$ cat src/rtl/spi_master.sv
// SPI initiator: full-duplex DATA_W-bit transfers, all four CPOL/CPHA modes.
// Define SPI_MASTER_LSB_FIRST_EN for LSB-first bit order (default MSB first).
module spi_master #(
    parameter int DATA_W  = 8,
    parameter int CLK_DIV = 4
) (
    input  logic              clk,
    input  logic              rst_n,
    input  logic              CPOL,
    input  logic              CPHA,
    input  logic              start,
    input  logic [DATA_W-1:0] datain,
    output logic              busy,
    output logic              data_valid,
    output logic [DATA_W-1:0] dataout,
    output logic              sclk,
    output logic              ss,
    output logic              mosi,
    input  logic              miso
);

    localparam int DIV_W  = $clog2(CLK_DIV);
    localparam int EDGE_W = $clog2(2 * DATA_W + 1);
    localparam logic [DIV_W-1:0]  DIV_LAST  = DIV_W'(CLK_DIV - 1);
    localparam logic [EDGE_W-1:0] EDGE_LAST = EDGE_W'(2 * DATA_W);

    generate
        if (CLK_DIV < 2) begin : g_bad_div
            $error("spi_master: CLK_DIV must be >= 2");
        end
        if (DATA_W < 2) begin : g_bad_width
            $error("spi_master: DATA_W must be >= 2");
        end
    endgenerate

    typedef enum logic [2:0] {IDLE, SETUP, XFER, HOLD, GAP} state_t;

    state_t              state, state_nx;
    logic [DIV_W-1:0]    div_cnt;
    logic [EDGE_W-1:0]   edge_cnt;
    logic [EDGE_W-1:0]   edge_num;
    logic                cpol_q, cpha_q;
    logic [DATA_W-1:0]   tx_q, rx_q;
    logic                accept, period_end;
    logic                edge_tick, sample_tick, shift_tick;
    logic                ss_d, busy_d, dv_d;

`ifdef SPI_MASTER_LSB_FIRST_EN
    function automatic logic first_bit(input logic [DATA_W-1:0] w);
        return w[0];
    endfunction
    function automatic logic [DATA_W-1:0] tx_shift(input logic [DATA_W-1:0] w);
        return {1'b0, w[DATA_W-1:1]};
    endfunction
    function automatic logic [DATA_W-1:0] rx_shift(input logic [DATA_W-1:0] w,
                                                   input logic b);
        return {b, w[DATA_W-1:1]};
    endfunction
`else
    function automatic logic first_bit(input logic [DATA_W-1:0] w);
        return w[DATA_W-1];
    endfunction
    function automatic logic [DATA_W-1:0] tx_shift(input logic [DATA_W-1:0] w);
        return {w[DATA_W-2:0], 1'b0};
    endfunction
    function automatic logic [DATA_W-1:0] rx_shift(input logic [DATA_W-1:0] w,
                                                   input logic b);
        return {w[DATA_W-2:0], b};
    endfunction
`endif

    // Edge 1 is produced leaving SETUP; XFER counts from edge 2 onward.
    assign accept      = (state == IDLE) && start;
    assign period_end  = (div_cnt == DIV_LAST);
    assign edge_num    = edge_cnt + ((state == XFER) ? EDGE_W'(2) : EDGE_W'(1));
    assign edge_tick   = ((state == SETUP) || (state == XFER)) && period_end;
    assign sample_tick = edge_tick && (edge_num[0] ^ cpha_q);
    assign shift_tick  = edge_tick && !(edge_num[0] ^ cpha_q)
                       && (cpha_q || (edge_num != EDGE_LAST));

    always_ff @(posedge clk or negedge rst_n) begin
        if (!rst_n) begin
            state    <= IDLE;
            div_cnt  <= '0;
            edge_cnt <= '0;
        end else begin
            state <= state_nx;
            if (state_nx != state) begin
                div_cnt  <= '0;
                edge_cnt <= '0;
            end else if (state != IDLE) begin
                div_cnt <= period_end ? '0 : div_cnt + DIV_W'(1);
                if ((state == XFER) && edge_tick)
                    edge_cnt <= edge_cnt + EDGE_W'(1);
            end
        end
    end

    always_comb begin
        state_nx = state;
        unique case (state)
            IDLE:    if (start) state_nx = SETUP;
            SETUP:   if (period_end) state_nx = XFER;
            XFER:    if (edge_tick && (edge_num == EDGE_LAST)) state_nx = HOLD;
            HOLD:    if (period_end) state_nx = GAP;
            GAP:     if (period_end) state_nx = IDLE;
            default: state_nx = IDLE;
        endcase
    end

    always_comb begin
        ss_d   = 1'b1;
        busy_d = 1'b0;
        dv_d   = 1'b0;
        unique case (state)
            IDLE: begin
                ss_d   = !start;
                busy_d = start;
            end
            SETUP, XFER: begin
                ss_d   = 1'b0;
                busy_d = 1'b1;
            end
            HOLD: begin
                ss_d   = period_end;
                busy_d = 1'b1;
                dv_d   = period_end;
            end
            GAP:     busy_d = !period_end;
            default: ;
        endcase
    end

    always_ff @(posedge clk or negedge rst_n) begin
        if (!rst_n) begin
            ss         <= 1'b1;
            sclk       <= 1'b0;
            mosi       <= 1'b0;
            busy       <= 1'b0;
            data_valid <= 1'b0;
            dataout    <= '0;
            cpol_q     <= 1'b0;
            cpha_q     <= 1'b0;
            tx_q       <= '0;
            rx_q       <= '0;
        end else begin
            ss         <= ss_d;
            busy       <= busy_d;
            data_valid <= dv_d;
            if (state == IDLE)
                sclk <= CPOL;
            else if (edge_tick)
                sclk <= ~sclk;
            else if (state != XFER)
                sclk <= cpol_q;
            // CPHA=0 presents the first bit before any sclk edge.
            if (accept) begin
                cpol_q <= CPOL;
                cpha_q <= CPHA;
                rx_q   <= '0;
                if (CPHA) begin
                    tx_q <= datain;
                end else begin
                    tx_q <= tx_shift(datain);
                    mosi <= first_bit(datain);
                end
            end else if (shift_tick) begin
                mosi <= first_bit(tx_q);
                tx_q <= tx_shift(tx_q);
            end
            if (sample_tick)
                rx_q <= rx_shift(rx_q, miso);
            if (dv_d)
                dataout <= rx_q;
        end
    end

endmodule
$ cat config.mk
export PLATFORM = sky130hd
export DESIGN_NAME = spi_master
export DESIGN_NICKNAME = d
export VERILOG_FILES = /design/src/rtl/spi_master.sv
export SDC_FILE = /design/constraint.sdc
export NUM_CORES = 1
export LEC_CHECK = 0
export CORE_ASPECT_RATIO = 1.4
export CORE_MARGIN = 2
export CORE_UTILIZATION = 40
export DETAILED_ROUTE_END_ITERATION = 10
export PLACE_DENSITY_LB_ADDON = 0.1
export SYNTH_ARGS = -nofsm -noshare
export SYNTH_HDL_FRONTEND = slang
export SYNTH_SLANG_ARGS = --single-unit
$ cat constraint.sdc
create_clock -name clk -period 4.78 [get_ports clk]
set_input_delay 0.717 -clock clk [delete_from_list [all_inputs] [get_ports clk]]
set_output_delay 0.717 -clock clk [all_outputs]
set_load 0.05 [all_outputs]
==> results of run 1 <==
power by group through the flow:
stage / Clock, mW / Sequential, mW / Combinational [mW]
after floorplan: 0 / 0.407 / 0.0509
after global placement: 0 / 0.390 / 0.109
after detailed placement: 0 / 0.389 / 0.111
after CTS: 0.300 / 0.383 / 0.111
after global routing: 0.311 / 0.386 / 0.121
final: 0.287 / 0.382 / 0.108
critical path, delay by kind of cell, from the launching register on:
kind / cells / cell delay (ns)
adders and majority gates: 2 / 0.62
DFF: 1 / 0.78
and+or+nand+nor: 5 / 1.68
stage by stage:
| step | total power, mW | util (%) | setup WS, ns | hold slack (ns) |
|---|---|---|---|---|
| final | 0.7772 | 47.02 | 1.577 | 0.4862 |
| after global routing | 0.8177 | 47.02 | 1.353 | 0.5212 |
| after CTS | 0.7939 | 47.02 | 1.582 | 0.4986 |
| after detailed placement | 0.5004 | 45.05 | 1.605 | 0.4759 |
| after global placement | 0.4993 | 45.05 | 1.633 | 0.4669 |
| after floorplan | 0.4580 | - | 1.709 | 0.4214 |
final timing paths:
check / startpoint / to / slack, ns / cells past startpoint
setup / recovery: state[1] / tx_q[1] / 1.58 / 7
hold reg to reg: dataout[2] / dataout[2] / 0.49 / 2
max in group asynchronous: rst_n / data_valid / 3.62 / 1
min in group asynchronous: rst_n / edge_cnt[4] / 0.57 / 1
hold / removal: dataout[2] / dataout[2] / 0.49 / 2
setup reg to reg: state[1] / tx_q[1] / 1.58 / 7
cells by family after synthesis:
kind of cell,count (synthesis),share of synthesized area [%]
buffers and inverters,29,6.774
multiplexers,15,6.827
AO/OA/AOI/OAI,58,17.72
flip-flops,41,42.78
adder cells (fa/ha/maj),5,2.918
XOR/XNOR,7,2.553
AND/OR/NAND/NOR,86,20.43
Yosys cell counts (2+ instances only):
cell type / n
a21o_1: 2
a21oi_1: 8
a22o_1: 2
and2_1: 2
and2_4: 6
buf_1: 2
buf_2: 4
buf_6: 5
clkbuf_1: 6
dfrtp_1: 40
ha_1: 4
inv_1: 11
mux2_2: 3
mux2_4: 2
mux2i_1: 10
nand2_1: 18
nand2b_1: 3
nand3_1: 27
nand3b_1: 2
nand4_1: 3
nand4b_1: 2
nor2_1: 9
nor3_1: 2
o211ai_1: 9
o21ai_0: 7
o21ai_1: 8
o22a_1: 9
o31ai_1: 2
or3_1: 2
xor2_1: 6
cell type report:
cell class                 count  area [sq um]
multi-input combinational    171          1211
timing repair buffer          26         255.2
tap                           70         87.58
clock buffer                   5         68.82
fill                         556          3084
clock inverter                 3         46.29
sequential                    41          1027
inverter                      11         41.29
per-layer routing:
layer	share of wire, %	vias to the layer above
met3	2.0	2
met4	0.56	0
met5	0	-
met2	50	15
li1	-	906
met1	48	878
sequential cells by signal, indices dropped and copies added, names as in the netlist:
| register | flops |
|---|---|
| busy | 1 |
| cpha_q | 1 |
| cpol_q | 1 |
| data_valid | 1 |
| dataout | 8 |
| div_cnt | 2 |
| edge_cnt | 5 |
| mosi | 1 |
| rx_q | 8 |
| sclk | 1 |
| ss | 1 |
| state | 3 |
| tx_q | 8 |
==> results.cfg, run 1 <==
[clock_tree]
htree_levels = 2
cts_inserted_buffers = 5
clock_latency_ns = 0.29
cts.path.max_buffers = 2
postCtsSetupRepairBufs = 0
cts_hold_buf = 0
root_buffer = clkbuf_8
tritoncts = done
post_cts_resized = 0
clk_pin_slew_ns = 0.09
cts_num_sinks = 41

[place]
placed_cells = 319
io_buffers = 26
dpl_cell_area_sq_um = 2623
place.gp.congestion = 0.7164
dp_hpwl_microns = 3105

[synth]
syn_area_sq_um = 2401
netlist_instances = 241
synthArstFlopShare_pct = 100.0
synthDistinctLibCells = 55
synth_edf_count = 0
synth_top_area_share_pct = 41.69
yosysTopAreaCell = dfrtp_1
synth_top_flop_cell = dfrtp_1
syn-num-nets = 260
ys_warn_count = 0
synth_seq_area_share_pct = 42.78
synth.avg_cell_area_sq_um = 9.963
yosys-top-cells-area = dfrtp_1, nand3_1, mux2i_1
synth.ff_latch_count = 41

[timing]
drv_slew = 0
fin_crit_sh_pct = 67.00
rsz0062_at_grt = false
fin_setup_tns_ns = 0
max_freq_ghz = 0.3123
skew_ns = 0.005205
hold_violations = 0
setup_viol = 0
relSlewSlack_pct = 36.37
max_slew.worst_pin.slew_ns = 0.9544
period_needed_ns = 3.203

[finish]
final_nets = 275
final_cell_area_sq_um = 2738
layout-drive-gt1-share_pct = 10.51
diodes = 0
finalNonFillerCells = 327
final_cell_mix = dfrtp_1, nand3_1, clkdlybuf4s50_1, nand2_1, inv_1
synthToLayoutAreaGrowth_pct = 14.02
layout_commonest_cell = dfrtp_1

[global_route]
grt_pass1_vias = 1792
grtUsageMet2_pct = 26.52
grt_overflow = 0
grt-busiest-layer = met2
grt_pass1_wl_microns = 8466
track_usage_pct = 15.59
met1_usage_pct = 20.39
grt_max_degree = 42
antenna_found_initial = 0
grtUsageMet3_pct = 2.854

[die]
start_util_pct = 41.24
die-area_sq_um = 6647
row_count = 33
ios = 27
core_area_sq_um = 5822
die_height_microns = 95.67
fp.dieW_microns = 69.48

[power]
p_clk_share_pct = 36.9
p_switching_mw = 0.2027
peakVddDrop_v = 0.0002036
p_sw_share_pct = 26.09
pwr-share-seq_pct = 49.2
combPwrFrac_pct = 13.9
p_int_mw = 0.5744
pwr_density_cell_nw_per_um2 = 283.9
cellLeakagePower_nw = 1.137

[run]
cap_violations = 0

[critical_path]
cpPeakStageDelay_ns = 0.78
slowest_stage = dfrtp_1
cp.required_ns = 4.94
cp_max_fo = 22
crit_arrival_ns = 3.36
crit_chain = or3b_2 > ha_1 > fa_1 > or4b_1 > nand4_2 > or3_1 > nand3_1
critPathKind = flip-flop to flip-flop
endpoint_kind = flip-flop
cp-start-kind = flip-flop

[drt]
num_vias = 1801
drtPass1Iterations = 6
drc = 0
final_antenna_net_count = 0
wl_per_cell_microns = 14.81
drt_iter0_markers = 91
totalWireLength_microns = 4843
routed_via_density = 5.508

[status]
status = finished clean

[hold_path]
hp-class = flip-flop to flip-flop
Power figures use the tool's default switching activity.
==> run 2: changes to the inputs <==
- clock period: 4.78 -> 2.8 ns (I/O delays scaled with it)
==> run 2 against run 1 <==
  * Flip-flop and latch count stayed put
  * Count of clock-buffer cells in the layout stayed put
  * Die area stayed put
  * Core utilization is 0.71 points higher
  * Via count is 1.6% higher
  * Critical path depth stayed put
  * First-iteration DRC count is 34% higher
  * Combinational power is 72% higher
  * Non-clock buffer count is 6 higher
  * Global-route usage hardly changed
  * Final cell count is 1.8% higher
  * Maximum frequency is 23% higher
==> results.cfg, run 2 (same netlist as run 1, synthesis figures left out) <==
[status]
status = finished clean

[finish]
final_cell_area_sq_um = 2779
largestRegisters = dataout x8, rx_q x8, tx_q x8
finalNonFillerCells = 333
diodes = 0
layout-drive-gt1-share_pct = 13.31
layout_commonest_cell = dfrtp_1
final_nets = 281
final_cell_mix = dfrtp_1, nand3_1, clkdlybuf4s50_1, nand2_1, inv_1
fin_util_pct = 47.73
synthToLayoutAreaGrowth_pct = 15.74

[power]
total_power_mw = 1.258
pwr_density_cell_nw_per_um2 = 452.5
cellLeakagePower_nw = 1.155
peakVddDrop_v = 0.0002650

[critical_path]
cp-start-kind = flip-flop
reg2reg_slack_ns = 0.20
endpoint_kind = flip-flop
critPathKind = flip-flop to flip-flop
cp_max_fo = 7
cp.required_ns = 2.98
startpoint = state[0]
crit_arrival_ns = 2.78
reg2reg_from = state[0]

[die]
core_area_sq_um = 5822
start_util_pct = 41.24
row_count = 33
die-area_sq_um = 6647
ios = 27
die_height_microns = 95.67
fp.dieW_microns = 69.48

[clock_tree]
cts_hold_buf = 0
clock_latency_ns = 0.30
cts_num_sinks = 41
clk_pin_slew_ns = 0.09
post_cts_resized = 0
cts.path.max_buffers = 2
root_buffer = clkbuf_8
postCtsSetupRepairBufs = 0
tritoncts = done
cts_inserted_buffers = 5
htree_levels = 2

[timing]
max_freq_ghz = 0.3846
setup_viol = 0
hold_ws_ns = 0.2529
fin_crit_sh_pct = 92.86
drv_slew = 0
skew_ns = 0.003128
fin_setup_tns_ns = 0
rsz0062_at_grt = false
hold_violations = 0
setup_ws_ns = 0.1999
max_slew.worst_pin.slew_ns = 0.9379
period_needed_ns = 2.600
relSlewSlack_pct = 37.47

[hold_path]
hp-class = primary input to async pin

[global_route]
grt_overflow = 0
track_usage_pct = 15.58
grt_pass1_wl_microns = 8266
antenna_found_initial = 0
grt_pass1_vias = 1694
grt_max_degree = 42

[drt]
final_antenna_net_count = 0
wl_per_cell_microns = 14.78
num_vias = 1829
drtPass1Iterations = 4
routed_via_density = 5.492
totalWireLength_microns = 4923
drt_iter0_markers = 122
drc = 0

[place]
dpl_cell_area_sq_um = 2685
dp_hpwl_microns = 3255
placed_cells = 325
dpl_worst_slack_ns = 0.2067
place.gp.congestion = 0.7198
io_buffers = 26

[run]
cap_violations = 0
-- run 2: cell count changes in the layout (fill, tap and decap cells not counted), sizes merged --
| cell | change |
|---|---|
| buf | +6 |
| inv | +2 |
| bufinv | -1 |
| clkinv | -1 |
-- run 2: area by class of cell --
class | instances | area [sq um]
clock inverters | 3 | 25.02
repair buffers | 32 | 300.3
clock buffers | 5 | 68.82
well taps | 70 | 87.58
fillers | 552 | 3043
flip-flops and latches | 41 | 1027
inverters | 11 | 41.29
multi-input cells | 171 | 1229
-- run 2: worst max-delay path, cell delays in order, from the launching register on --
cell	delay, ns
dfrtp_1	0.39
or3b_4	0.41
ha_4	0.17
fa_2	0.35
or4b_1	0.63
and4_1	0.32
nand3_1	0.12
nand3_1	0.08
-- run 2: worst paths after layout --
check,endpoint,cells past startpoint
worst max-delay path,tx_q[3],7
worst min-delay path,busy,1
worst max register to register,tx_q[3],7
worst min register to register,dataout[2],2
max in group asynchronous,tx_q[7],1
min in group clk,dataout[2],2
-- run 2: power breakdown --
group / switching (mW) / internal, mW / total (mW)
Clock: 0.237 / 0.182 / 0.419
Combinational: 0.101 / 0.0850 / 0.186
Sequential: 0.0241 / 0.629 / 0.653
-- run 2: routing by layer --
| metal | routed length, microns | global-route usage, % | part of all wire (%) | vias up |
|---|---|---|---|---|
| met3 | 115 | 2.854 | 2.3 | 4 |
| met1 | 2316 | 20.84 | 47 | 887 |
| met4 | 62 | 5.392 | 1.3 | 0 |
| met5 | 0 | 0 | 0 | - |
| li1 | - | - | - | 918 |
| met2 | 2429 | 25.48 | 49 | 20 |
==> run 3: changes to the inputs <==
- ABC_AREA: not set -> 1
- CTS_CLUSTER_DIAMETER: not set -> 50
==> run 3 against run 2 <==
  * Core utilization increased by 1.2 points
  * Via count decreased by 13%
  * First-iteration DRC count decreased by 39%
  * Critical endpoint unchanged
  * Highest routed layer unchanged
==> results.cfg, run 3 <==
[critical_path]
crit_top_cell = nand2_1
path_buf_inv = 1
crit_arrival_ns = 2.65
critPathKind = flip-flop to flip-flop
cp_max_fo = 11
slowest_stage = fa_1
cp-start-kind = flip-flop
crit_chain = nor2_4 > nand2_4 > ha_1 > fa_1 > nor2_1 > nand3_1 > nor2_1 > nand2_1 > nand2_2 > nand2_2 > inv_1 > nand2_1 > nand2_1
crit_family = simple AND/OR/NAND/NOR gates
endpoint_kind = flip-flop
cp.required_ns = 3.03
cpPeakStageDelay_ns = 0.45

[power]
p_int_mw = 0.9290
combPwrFrac_pct = 8.2
p_switching_mw = 0.2914
pwr-share-seq_pct = 51.7
cellLeakagePower_nw = 1.213
p_sw_share_pct = 23.87
p_clk_share_pct = 40.1
pwr_density_cell_nw_per_um2 = 486.7
peakVddDrop_v = 0.0002890

[clock_tree]
cts.path.max_buffers = 2
clock_latency_ns = 0.30
clk_pin_slew_ns = 0.09
cts_hold_buf = 0
cts_inserted_buffers = 5
htree_levels = 2
post_cts_resized = 0
postCtsSetupRepairBufs = 0
root_buffer = clkbuf_8
tritoncts = done
cts_num_sinks = 41

[synth]
synthDistinctLibCells = 33
ys_warn_count = 0
synth_edf_count = 0
yosysTopAreaCell = dfrtp_1
netlist_instances = 237
synth_seq_area_share_pct = 49.13
syn_area_sq_um = 2091
synthArstFlopShare_pct = 100.0
yosys-top-cells-area = dfrtp_1, nand2_1, inv_1
yosysMostFrequentCell = nand2_1
synth.ff_latch_count = 41
synth_top_flop_cell = dfrtp_1
synth.avg_cell_area_sq_um = 8.822
synth_common_cells = nand2_1, dfrtp_1, inv_1
syn-num-nets = 256
synth_top_area_share_pct = 47.88

[die]
row_count = 31
fp.dieW_microns = 65.10
die-area_sq_um = 5829
start_util_pct = 40.84
core_area_sq_um = 5120
ios = 27
die_height_microns = 89.55

[finish]
layout-drive-gt1-share_pct = 13.86
register_area_sq_um = 1027
layout_commonest_cell = nand2_1
fillers = 517
final_cell_mix = nand2_1, dfrtp_1, inv_1, clkdlybuf4s50_1
largestRegisters = dataout x8, rx_q x8, tx_q x8
diodes = 0
final_cell_area_sq_um = 2507
multi_input_area_sq_um = 893.4
final_nets = 285
synthToLayoutAreaGrowth_pct = 19.93

[drt]
routed_via_density = 4.802
drc = 0
totalWireLength_microns = 4122
drtPass1Iterations = 4
drt_iter0_markers = 75
final_antenna_net_count = 0
wl_per_cell_microns = 12.38
num_vias = 1599

[timing]
max_freq_ghz = 0.4139
hold_violations = 0
drv_slew = 0
period_needed_ns = 2.416
rsz0062_at_grt = false
setup_ws_ns = 0.3840
fin_crit_sh_pct = 86.29
fin_setup_tns_ns = 0
skew_ns = 0.007840
setup_viol = 0
relSlewSlack_pct = 37.57
max_slew.worst_pin.slew_ns = 0.9364

[place]
dp_hpwl_microns = 2931
dpl_cell_area_sq_um = 2396
place.gp.congestion = 0.8583
io_buffers = 26
dpl_worst_slack_ns = 0.4108

[global_route]
track_usage_pct = 16.35
grt_pass1_vias = 1620
grt_overflow = 0
grt_pass1_wl_microns = 7286
grt_max_degree = 42
antenna_found_initial = 0

[status]
status = finished clean

[hold_path]
hp-class = primary input to async pin

[run]
cap_violations = 0
## run 3: worst paths after layout
check	from	to	slack [ns]	cells past startpoint
max in group asynchronous	rst_n	tx_q[0]	1.96	1
hold reg to reg	cpol_q	cpol_q	0.48	2
setup reg to reg	state[2]	tx_q[3]	0.38	13
setup / recovery	state[2]	tx_q[3]	0.38	13
hold / removal	rst_n	dataout[6]	0.25	1
min in group clk	cpol_q	cpol_q	0.48	2
## run 3: cell families after synthesis
family,synth area share [%]
fa+ha+maj,3.351
xor+xnor,2.094
buf+inv,8.139
mux,1.017
simple gates,26.33
flops,49.13
compound gates,9.934
## run 3: metrics by stage
stage | total power [mW] | cells | hold WS, ns | utilization [%]
final | 1.220 | 333 | 0.2549 | 48.97
after global routing | 1.278 | 333 | 0.3339 | 48.97
after CTS | 1.238 | 333 | 0.2932 | 48.97
after detailed placement | 0.7457 | 325 | 0.4633 | 46.80
after global placement | 0.7446 | 325 | 0.4561 | 46.80
after floorplan | 0.6947 | 237 | 0.1244 | -
## run 3: power groups by stage
stage	registers [mW]	clock network, mW	logic (mW)
6_report	0.631	0.489	0.100
5_1_grt	0.636	0.526	0.116
4_1_cts	0.632	0.504	0.103
3_5_place_dp	0.643	0	0.102
3_3_place_gp	0.643	0	0.102
2_1_floorplan	0.653	0	0.0418
## run 3: routing by layer
layer | vias up | routed length (microns) | GRT usage, %
li1 | 822 | - | -
met1 | 744 | 1873 | 19.46
met2 | 28 | 2051 | 29.15
met3 | 5 | 123 | 3.275
met4 | 0 | 74 | 6.250
met5 | - | 0 | 0
## run 3: final cells by class
class                      count  area share [%]
tap                           66           3.293
clock buffer                   6           2.894
timing repair buffer          26           10.18
clock inverter                 2           1.547
multi-input combinational    156           35.63
inverter                      36           5.489
sequential                    41           40.97
